==> config.mk <==
export PLATFORM = sky130hd
export DESIGN_NAME = execute_cycle
export DESIGN_NICKNAME = d
export VERILOG_FILES = /design/src/rtl/exec_pkg.sv /design/src/rtl/execute_cycle_alu.sv /design/src/rtl/execute_cycle.sv
export SDC_FILE = /design/constraint.sdc
export NUM_CORES = 1
export LEC_CHECK = 0
export ABC_AREA = 0
export BUFFER_PORTS_ARGS = -buffer_cell sky130_fd_sc_hd__clkbuf_2
export CORE_ASPECT_RATIO = 0.7
export CORE_MARGIN = 2
export CORE_UTILIZATION = 35
export DETAILED_ROUTE_END_ITERATION = 12
export GPL_ROUTABILITY_DRIVEN = 0
export SETUP_SLACK_MARGIN = 0.1
export SYNTH_ARGS = -nofsm -noshare
export SYNTH_HDL_FRONTEND = slang
export SYNTH_HIERARCHICAL = 1
export SYNTH_SLANG_ARGS = --single-unit
==> constraint.sdc <==
create_clock -name clk -period 9.19 [get_ports clk]
set_input_delay 1.3785 -clock clk [delete_from_list [all_inputs] [get_ports clk]]
set_output_delay 1.3785 -clock clk [all_outputs]
set_load 0.05 [all_outputs]
==> src/rtl/exec_pkg.sv <==
// ----------------------------------------------------------------------------
// exec_pkg
// Shared constants for the execute stage: the ALU operation encodings and the
// operand-forwarding select encodings driven by the hazard unit.
// No ports (package only).
// ----------------------------------------------------------------------------
package exec_pkg;

  // ALU operation codes (ALUControlE)
  localparam logic [2:0] ALU_ADD = 3'b000;
  localparam logic [2:0] ALU_SUB = 3'b001;
  localparam logic [2:0] ALU_AND = 3'b010;
  localparam logic [2:0] ALU_OR  = 3'b011;
  localparam logic [2:0] ALU_XOR = 3'b100;
  localparam logic [2:0] ALU_SLT = 3'b101;
  localparam logic [2:0] ALU_SLL = 3'b110;
  localparam logic [2:0] ALU_SRL = 3'b111;

  // Forwarding selects (ForwardA_E / ForwardB_E); 2'b11 behaves as FWD_RF
  localparam logic [1:0] FWD_RF  = 2'b00;
  localparam logic [1:0] FWD_WB  = 2'b01;
  localparam logic [1:0] FWD_MEM = 2'b10;

endpackage

==> src/rtl/execute_cycle_alu.sv <==
// ----------------------------------------------------------------------------
// alu
// Purely combinational ALU for the execute stage. All arithmetic wraps modulo
// 2^XLEN; undecoded operation codes produce 0 (and therefore zero = 1).
// Optional feature macro: EXEC_EXT_ALU_EN adds xor, sll and srl.
//
// Ports:
//   a, b         in  XLEN  operands (after forwarding / immediate select)
//   alu_control  in  3     operation code (see exec_pkg)
//   result       out XLEN  operation result
//   zero         out 1     result == 0
// ----------------------------------------------------------------------------
module alu
  import exec_pkg::*;
#(
  parameter int XLEN = 32
) (
  input  logic [XLEN-1:0] a,
  input  logic [XLEN-1:0] b,
  input  logic [2:0]      alu_control,
  output logic [XLEN-1:0] result,
  output logic            zero
);

  logic signed [XLEN-1:0] a_s;
  logic signed [XLEN-1:0] b_s;

  assign a_s = a;
  assign b_s = b;

  always_comb begin
    result = '0;
    case (alu_control)
      ALU_ADD: result = a + b;
      ALU_SUB: result = a - b;
      ALU_AND: result = a & b;
      ALU_OR:  result = a | b;
      ALU_SLT: result = {{(XLEN-1){1'b0}}, (a_s < b_s)};
`ifdef EXEC_EXT_ALU_EN
      ALU_XOR: result = a ^ b;
      ALU_SLL: result = a << b[4:0];
      ALU_SRL: result = a >> b[4:0];
`endif
      default: result = '0;
    endcase
  end

  assign zero = (result == '0);

endmodule

==> src/rtl/execute_cycle.sv <==
// ----------------------------------------------------------------------------
// execute_cycle
// Execute stage of the 5-stage RISC-V pipeline: operand forwarding, ALU,
// beq resolution and branch-target add, followed by the E/M pipeline register.
// PCSrcE / PCTargetE are combinational back to fetch and not reset-gated.
// Optional feature macro: EXEC_EXT_ALU_EN (extended ALU ops, see alu).
//
// Ports:
//   clk, rst                       clock, async active-high reset
//   RegWriteE, MemWriteE,
//   ResultSrcE, BranchE, ALUSrcE   decode controls
//   ALUControlE [2:0]              ALU op
//   RD1_E, RD2_E, Imm_Ext_E        operands / immediate
//   RD_E [REG_ADDR_W-1:0]          destination register
//   PCE, PCPlus4E                  PC and PC+4 of the instruction
//   ForwardA_E, ForwardB_E [1:0]   forwarding selects
//   ResultW                        writeback result for forwarding
//   PCSrcE, PCTargetE              branch taken / target (combinational)
//   RegWriteM, MemWriteM,
//   ResultSrcM, RD_M, ALUResultM,
//   WriteDataM, PCPlus4M           registered E/M outputs
// ----------------------------------------------------------------------------
module execute_cycle
  import exec_pkg::*;
#(
  parameter int XLEN       = 32,
  parameter int REG_ADDR_W = 5
) (
  input  logic                  clk,
  input  logic                  rst,
  input  logic                  RegWriteE,
  input  logic                  ALUSrcE,
  input  logic                  MemWriteE,
  input  logic                  ResultSrcE,
  input  logic                  BranchE,
  input  logic [2:0]            ALUControlE,
  input  logic [XLEN-1:0]       RD1_E,
  input  logic [XLEN-1:0]       RD2_E,
  input  logic [XLEN-1:0]       Imm_Ext_E,
  input  logic [REG_ADDR_W-1:0] RD_E,
  input  logic [XLEN-1:0]       PCE,
  input  logic [XLEN-1:0]       PCPlus4E,
  input  logic [1:0]            ForwardA_E,
  input  logic [1:0]            ForwardB_E,
  input  logic [XLEN-1:0]       ResultW,
  output logic                  PCSrcE,
  output logic [XLEN-1:0]       PCTargetE,
  output logic                  RegWriteM,
  output logic                  MemWriteM,
  output logic                  ResultSrcM,
  output logic [REG_ADDR_W-1:0] RD_M,
  output logic [XLEN-1:0]       ALUResultM,
  output logic [XLEN-1:0]       WriteDataM,
  output logic [XLEN-1:0]       PCPlus4M
);

  logic [XLEN-1:0] src_a;
  logic [XLEN-1:0] fwd_b;
  logic [XLEN-1:0] src_b;
  logic [XLEN-1:0] alu_result;
  logic            zero;

  // Select 2'b11 is unused by the hazard unit and falls back to the RF value.
  always_comb begin
    case (ForwardA_E)
      FWD_WB:  src_a = ResultW;
      FWD_MEM: src_a = ALUResultM;
      default: src_a = RD1_E;
    endcase
    case (ForwardB_E)
      FWD_WB:  fwd_b = ResultW;
      FWD_MEM: fwd_b = ALUResultM;
      default: fwd_b = RD2_E;
    endcase
  end

  assign src_b = ALUSrcE ? Imm_Ext_E : fwd_b;

  alu #(.XLEN(XLEN)) u_alu (
    .a           (src_a),
    .b           (src_b),
    .alu_control (ALUControlE),
    .result      (alu_result),
    .zero        (zero)
  );

  assign PCSrcE    = BranchE & zero;
  assign PCTargetE = PCE + Imm_Ext_E;

  // ---- E/M pipeline register ----
  // Store data is the forwarded rs2 value, never the immediate.
  always_ff @(posedge clk or posedge rst) begin
    if (rst) begin
      RegWriteM  <= 1'b0;
      MemWriteM  <= 1'b0;
      ResultSrcM <= 1'b0;
      RD_M       <= '0;
      ALUResultM <= '0;
      WriteDataM <= '0;
      PCPlus4M   <= '0;
    end else begin
      RegWriteM  <= RegWriteE;
      MemWriteM  <= MemWriteE;
      ResultSrcM <= ResultSrcE;
      RD_M       <= RD_E;
      ALUResultM <= alu_result;
      WriteDataM <= fwd_b;
      PCPlus4M   <= PCPlus4E;
    end
  end

endmodule

==> results of run 1 <==
==> flip-flops by register name, summed over array words and instances (netlist names) <==
register,cells
ALUResultM,32
MemWriteM,1
PCPlus4M,32
RD_M,5
RegWriteM,1
ResultSrcM,1
WriteDataM,32
==> final timing paths <==
kind | start | to | slack, ps | depth (start not counted)
min in group asynchronous | rst | PCPlus4M[0]$_DFF_PP0_ | 1060 | 2
max in group asynchronous | rst | WriteDataM[18]$_DFF_PP0_ | 6840 | 3
min | ALUResultM[10]$_DFF_PP0_ | WriteDataM[10]$_DFF_PP0_ | 700 | 2
max | ForwardA_E[1] | PCSrcE | 790 | 21
max reg2reg | ALUResultM[7]$_DFF_PP0_ | ALUResultM[30]$_DFF_PP0_ | 4820 | 15
min reg2reg | ALUResultM[10]$_DFF_PP0_ | WriteDataM[10]$_DFF_PP0_ | 700 | 2
==> placed cells by master (no fill, tap or decap), drive strengths merged, types with 6 or more instances in the layout <==
| cell | netlist | layout |
|---|---|---|
| clkbuf | 52 | 357 |
| nand2 | 147 | 147 |
| ha | 142 | 142 |
| o21ai | 137 | 137 |
| nor2 | 110 | 110 |
| a21oi | 108 | 108 |
| dfrtp | 104 | 104 |
| inv | 101 | 104 |
| a22oi | 67 | 67 |
| xnor2 | 34 | 34 |
| nand3 | 33 | 33 |
| mux2 | 33 | 33 |
| a21o | 30 | 30 |
| a211oi | 27 | 27 |
| o211ai | 21 | 21 |
| xor2 | 18 | 18 |
| buf | 25 | 15 |
| nor2b | 15 | 15 |
| nand4 | 14 | 14 |
| nor4 | 11 | 11 |
| o21bai | 11 | 11 |
| nor3 | 10 | 10 |
| o22ai | 10 | 10 |
| and2 | 10 | 10 |
| o31ai | 9 | 9 |
| o21a | 8 | 8 |
| a2111oi | 8 | 8 |
| a31oi | 8 | 8 |
| and3 | 7 | 7 |
| a221oi | 7 | 7 |
| nand2b | 6 | 6 |
| or3 | 6 | 6 |
==> worst max-delay path, stage by stage <==
cell and delay (ps):
clkbuf_2 100, inv_1 60, ha_1 530, buf_4 350, a22oi_1 90, o21ai_0 450, inv_1 120, ha_1 460
and2_1 270, a211oi_2 300, o2111ai_1 290, a31oi_1 360, or3_1 160, o211ai_1 150, o21a_1 220, a2111o_1 350
or4b_1 530, nor4_1 220, and4bb_1 230, and2_1 120, clkbuf_2 270
==> per-layer routing <==
layer  wire (um)  share of wire (%)
met1       20800                 44
met2       20000                 42
met3        5840                 12
met4        1170                2.4
met5           0                  0
==> cells by family (layout without fill, tap and decap cells) <==
| group | count (synthesis) | count (layout) | share of synthesized area, % |
|---|---|---|---|
| XOR/XNOR | 52 | 52 | 4.08 |
| multiplexers | 37 | 37 | 3.80 |
| flip-flops | 104 | 104 | 23.3 |
| AO/OA/AOI/OAI | 506 | 506 | 30.1 |
| buffers and inverters | 178 | 479 | 6.30 |
| AND/OR/NAND/NOR | 389 | 389 | 15.9 |
| adder cells (fa/ha/maj) | 145 | 145 | 16.5 |
==> final cells by class <==
type	count	area, um^2
Clock buffer	10	229
Clock inverter	6	62.6
Fill cell	3210	17800
Inverter	101	382
Multi-Input combinational cell	1129	7850
Sequential cell	104	2600
Tap cell	420	526
Timing Repair Buffer	362	1850
==> metrics by stage <==
step / instance area (um^2) / utilization [%] / worst slack, ps / total power, uW / cells
2_1_floorplan: 11200 / - / 2040 / 1510 / 1411
3_3_place_gp: 13200 / 42.2 / 909 / 1890 / 2116
3_5_place_dp: 13200 / 42.2 / 776 / 1900 / 2116
4_1_cts: 13500 / 43.2 / 772 / 2290 / 2132
5_1_grt: 13500 / 43.2 / 426 / 2430 / 2132
6_report: 13500 / 43.2 / 785 / 2320 / 2132
==> cells in the mapped netlist, types with 28 or more instances <==
| cell | number |
|---|---|
| nand2_1 | 147 |
| ha_1 | 142 |
| o21ai_0 | 127 |
| nor2_1 | 109 |
| a21oi_1 | 108 |
| dfrtp_1 | 104 |
| inv_1 | 100 |
| a22oi_1 | 67 |
| clkbuf_1 | 51 |
| xnor2_1 | 34 |
| mux2_2 | 33 |
| nand3_1 | 33 |
| a21o_1 | 28 |
==> power by group through the flow <==
| stage | sequential (uW) | clock [uW] | combinational [uW] |
|---|---|---|---|
| 2_1_floorplan | 723 | 0 | 784 |
| 3_3_place_gp | 559 | 0 | 1330 |
| 3_5_place_dp | 558 | 0 | 1340 |
| 4_1_cts | 549 | 397 | 1340 |
| 5_1_grt | 555 | 414 | 1470 |
| 6_report | 552 | 395 | 1380 |
==> metrics.yaml, run 1 <==
antenna_found_initial: 0
hp-class: "reg -> reg"
firstDrtPassIters: 7
synthCells: 1411
grt_pass1_vias: 11700
ys_ff_latch: 104
synthFlopType: "dfrtp_1"
htree_num_levels: 3
area_delta_synth_final_pct: 21.1
hpwl_um: 39200
via_per_inst: 5.84
cts_resized: 0
fmax_ghz: 0.119
syn_area_mm2: 0.0112
pin_count: 348
finalHoldViolCount: 0
antennaDiodeCount: 0
path_class: "in -> out"
clock_skew_ps: 14.8
drtIter0Drc: 1726
p_seq_share_pct: 23.8
fp.dieH_um: 153
start_kind: "primary input"
vias: 12500
yosysWarnings: 6
synth_area_leader_cell: "dfrtp_1"
worstMarginPinSlew_ps: 1090
clkSinkCount: 104
seq_area_frac_synth_pct: 23.3
p_comb_share_pct: 59.2
synth_edf_count: 0
p_int_uw: 1110
grt_pass1_wl_um: 70900
power_density_mw_per_mm2: 172
ctsHoldBuffers: 0
maxSlewHeadroom_pct: 27.2
worstPathArrival_ps: 7030
drive_above_1_share_pct: 26.1
setup_tns_ps: 0
finalMaxSlewViolations: 0
switching_share_pct: 52.2
drc: 0
crit_fanout: 20
grt_use_met1_pct: 39.6
met3_usage_pct: 7.10
portBuffers: 347
grt_overflow: 0
syn_nets: 1767
vdd_drop_max_v: 0.0000869
grt_max_degree: 63
core_area_mm2: 0.0313
nets: 2063
clk_pin_slew_worst_paths_ps: 80
fin_crit_ps: 8400
postCtsSetupBuffers: 0
fin_worst_hold_slack_ps: 703
cts_tree: "done"
pwr-share-clk_pct: 17.0
status: "completed"
fin_crit_sh_pct: 91.5
start_util_pct: 35.7
cts_buffer_depth: 2
rows: 54
clock-root-buffer: "clkbuf_16"
ys_top_cells_by_area: "dfrtp_1 (23%), ha_1 (16%), o21ai_0 (5.7%)"
async_reset_ff_share_pct: 100
yosysUniqueCellTypes: 88
synth_top_area_share_pct: 23.3
cts_made_buffers: 9
ant_nets: 0
fp.dieW_um: 217
clk_latency_ps: 360
wl_um: 47800
p_leak_uw: 0.00663
max-cap-violations: 0
grt_usage_pct: 27.6
grt.met2_usage_pct: 40.6
required_ps: 7810
grt.busiest_layer: "met2"
endpoint_kind: "primary output"
setup_violations: 0
rsz0062_at_grt: "false"
syn_avg_cell_area_um2: 7.91
switchingPower_uw: 1210
die_area_mm2: 0.0333
wl_per_cell_um: 22.4
Power figures use the tool's default switching activity.
==> inputs of run 2 (changes only) <==
==> constraint.sdc (replaced) <==
create_clock -name clk -period 9.19 [get_ports clk]
set_input_delay 1.3785 -clock clk [delete_from_list [all_inputs] [get_ports clk]]
set_output_delay 1.3785 -clock clk [all_outputs]
set_load 0.02 [all_outputs]
==> run 2 against run 1 <==
Cell area barely moved; non-clock buffer count is 3 lower; clock power increased by 5.6%; sequential share of layout area is essentially flat; worst hold slack improved by 25 ps.
==> metrics.yaml, run 2 (same netlist as run 1, synthesis figures left out) <==
status: "completed"
rsz0062_at_grt: "false"
drive_above_1_share_pct: 26.0
rows: 54
cts_buffer_depth: 2
clock_skew_ps: 11.9
dp_cells: 2113
hp-class: "reg -> reg"
p_leak_uw: 0.00662
cts_made_buffers: 9
finalMaxSlewViolations: 0
final_cell_mix: "clkbuf_2 (347), nand2_1 (147), ha_1 (140)"
grt_max_degree: 65
fin_crit_ps: 8380
layout_commonest_cell: "clkbuf_2"
worstPathArrival_ps: 7000
vias: 12400
fp.dieH_um: 153
antenna_found_initial: 0
wirelength_met1_um: 21000
maxSlewHeadroom_pct: 23.6
clk_latency_ps: 360
ant_nets: 0
ctsHoldBuffers: 0
required_ps: 7810
max-cap-violations: 0
fin_worst_hold_slack_ps: 728
clk_pin_slew_worst_paths_ps: 90
grt_usage_pct: 27.6
wl_met3_um: 5910
die_area_mm2: 0.0333
clkSinkCount: 104
drc: 0
cpMaxStageDelayCell: "ha_1"
fin_crit_sh_pct: 91.2
setup_violations: 0
nets: 2060
met2_length_um: 20100
htree_num_levels: 3
utilization_pct: 43.2
worstPathCellList: "clkbuf_2 > inv_1 > ha_1 > buf_4 > a22oi_1 > o21ai_0 > inv_1 > ha_1 > and2_1 > a211oi_2 > o2111ai_1 > a31oi_1 > or3_1 > o211ai_1 > o21a_1 > a2111o_1 > or4b_1 > nor4_1 > and4bb_1 > and2_1 > clkbuf_2"
wl_per_cell_um: 22.4
grt_pass1_wl_um: 70700
place_ws_ps: 914
postCtsSetupBuffers: 0
cp_num_buf_inv: 5
clock-root-buffer: "clkbuf_16"
slowest_delay_ps: 590
vdd_drop_max_v: 0.0000847
finalWorstSetupSlack_ps: 807
stdcell_count: 2129
finalHoldViolCount: 0
endpoint_kind: "primary output"
portBuffers: 347
cts_tree: "done"
start_kind: "primary input"
start_util_pct: 35.7
fmax_ghz: 0.119
grt_overflow: 0
drtIter0Drc: 1716
core_area_mm2: 0.0313
fp.dieW_um: 217
setup_tns_ps: 0
antennaDiodeCount: 0
reg.largest.list: "ALUResultM x32, PCPlus4M x32, WriteDataM x32"
critPathTopFamily: "compound AO/OA/AOI/OAI gates"
via_per_inst: 5.83
area_delta_synth_final_pct: 21.1
cts_resized: 0
worstMarginPinSlew_ps: 1140
firstDrtPassIters: 9
grt_pass1_vias: 11500
top_layer_used: "met4"
hpwl_um: 39100
path_class: "in -> out"
wl_um: 47800
crit_fanout: 20
pin_count: 348
power_density_mw_per_mm2: 159
-- run 2: cell count changes in the layout (fill, tap and decap cells not counted) --
cell and delta:
inv_12 +1, clkinv_8 +2, clkbuf_1 -1, clkinv_4 -2, inv_6 -1, buf_4 -3
inv_8 +1
-- run 2: path summary, 6_finish.rpt --
| check | from | endpoint | slack [ps] | cells after the start |
|---|---|---|---|---|
| max | ForwardA_E[1] | PCSrcE | 810 | 21 |
| min in group asynchronous | rst | PCPlus4M[23]$_DFF_PP0_ | 1040 | 2 |
| max reg2reg | ALUResultM[0]$_DFF_PP0_ | ALUResultM[26]$_DFF_PP0_ | 4840 | 16 |
| min | ALUResultM[3]$_DFF_PP0_ | WriteDataM[3]$_DFF_PP0_ | 730 | 2 |
| max in group asynchronous | rst | WriteDataM[31]$_DFF_PP0_ | 6830 | 3 |
| min reg2reg | ALUResultM[3]$_DFF_PP0_ | WriteDataM[3]$_DFF_PP0_ | 730 | 2 |
-- run 2: per-layer routing --
layer	track usage, %	vias to the layer above
li1	-	5683
met1	40.1	5921
met3	7.20	58
met4	6.26	0
met5	0	-
met2	40.7	754
-- run 2: metrics by stage --
| stage | cell area (um^2) | total power [uW] |
|---|---|---|
| after detailed placement | 13200 | 1700 |
| after global placement | 13200 | 1700 |
| after floorplan | 11200 | 1320 |
| after global routing | 13500 | 2270 |
| final | 13500 | 2150 |
| after CTS | 13500 | 2120 |
-- run 2: where the power goes --
part	total, uW	switching [uW]	leakage (uW)	internal (uW)
Combinational	1180	774	0.00519	410
Clock	417	217	0.000156	200
Sequential	552	44.5	0.00128	508
Total	2150	1040	0.00662	1120
-- run 2: layout make-up --
class                      instances  area, um^2
sequential                       104        2600
inverter                         101         382
clock inverter                     7        96.3
fill                            3178       17800
multi-input combinational       1129        7850
clock buffer                       9         225
timing repair buffer             359        1830
tap                              420         526
-- run 2: worst reg2reg max path, cell delays in order, from the launching register on --
cell and delay (ps):
dfrtp_1 490, a22oi_1 250, o21ai_0 130, mux2_2 320, ha_1 220, inv_1 70, fa_1 190, nor2b_1 70
o31a_1 330, o31ai_1 490, o21ai_1 180, buf_4 190, a21boi_1 270, o21ai_0 250, or4_1 470, a21o_1 250
nand2b_1 120
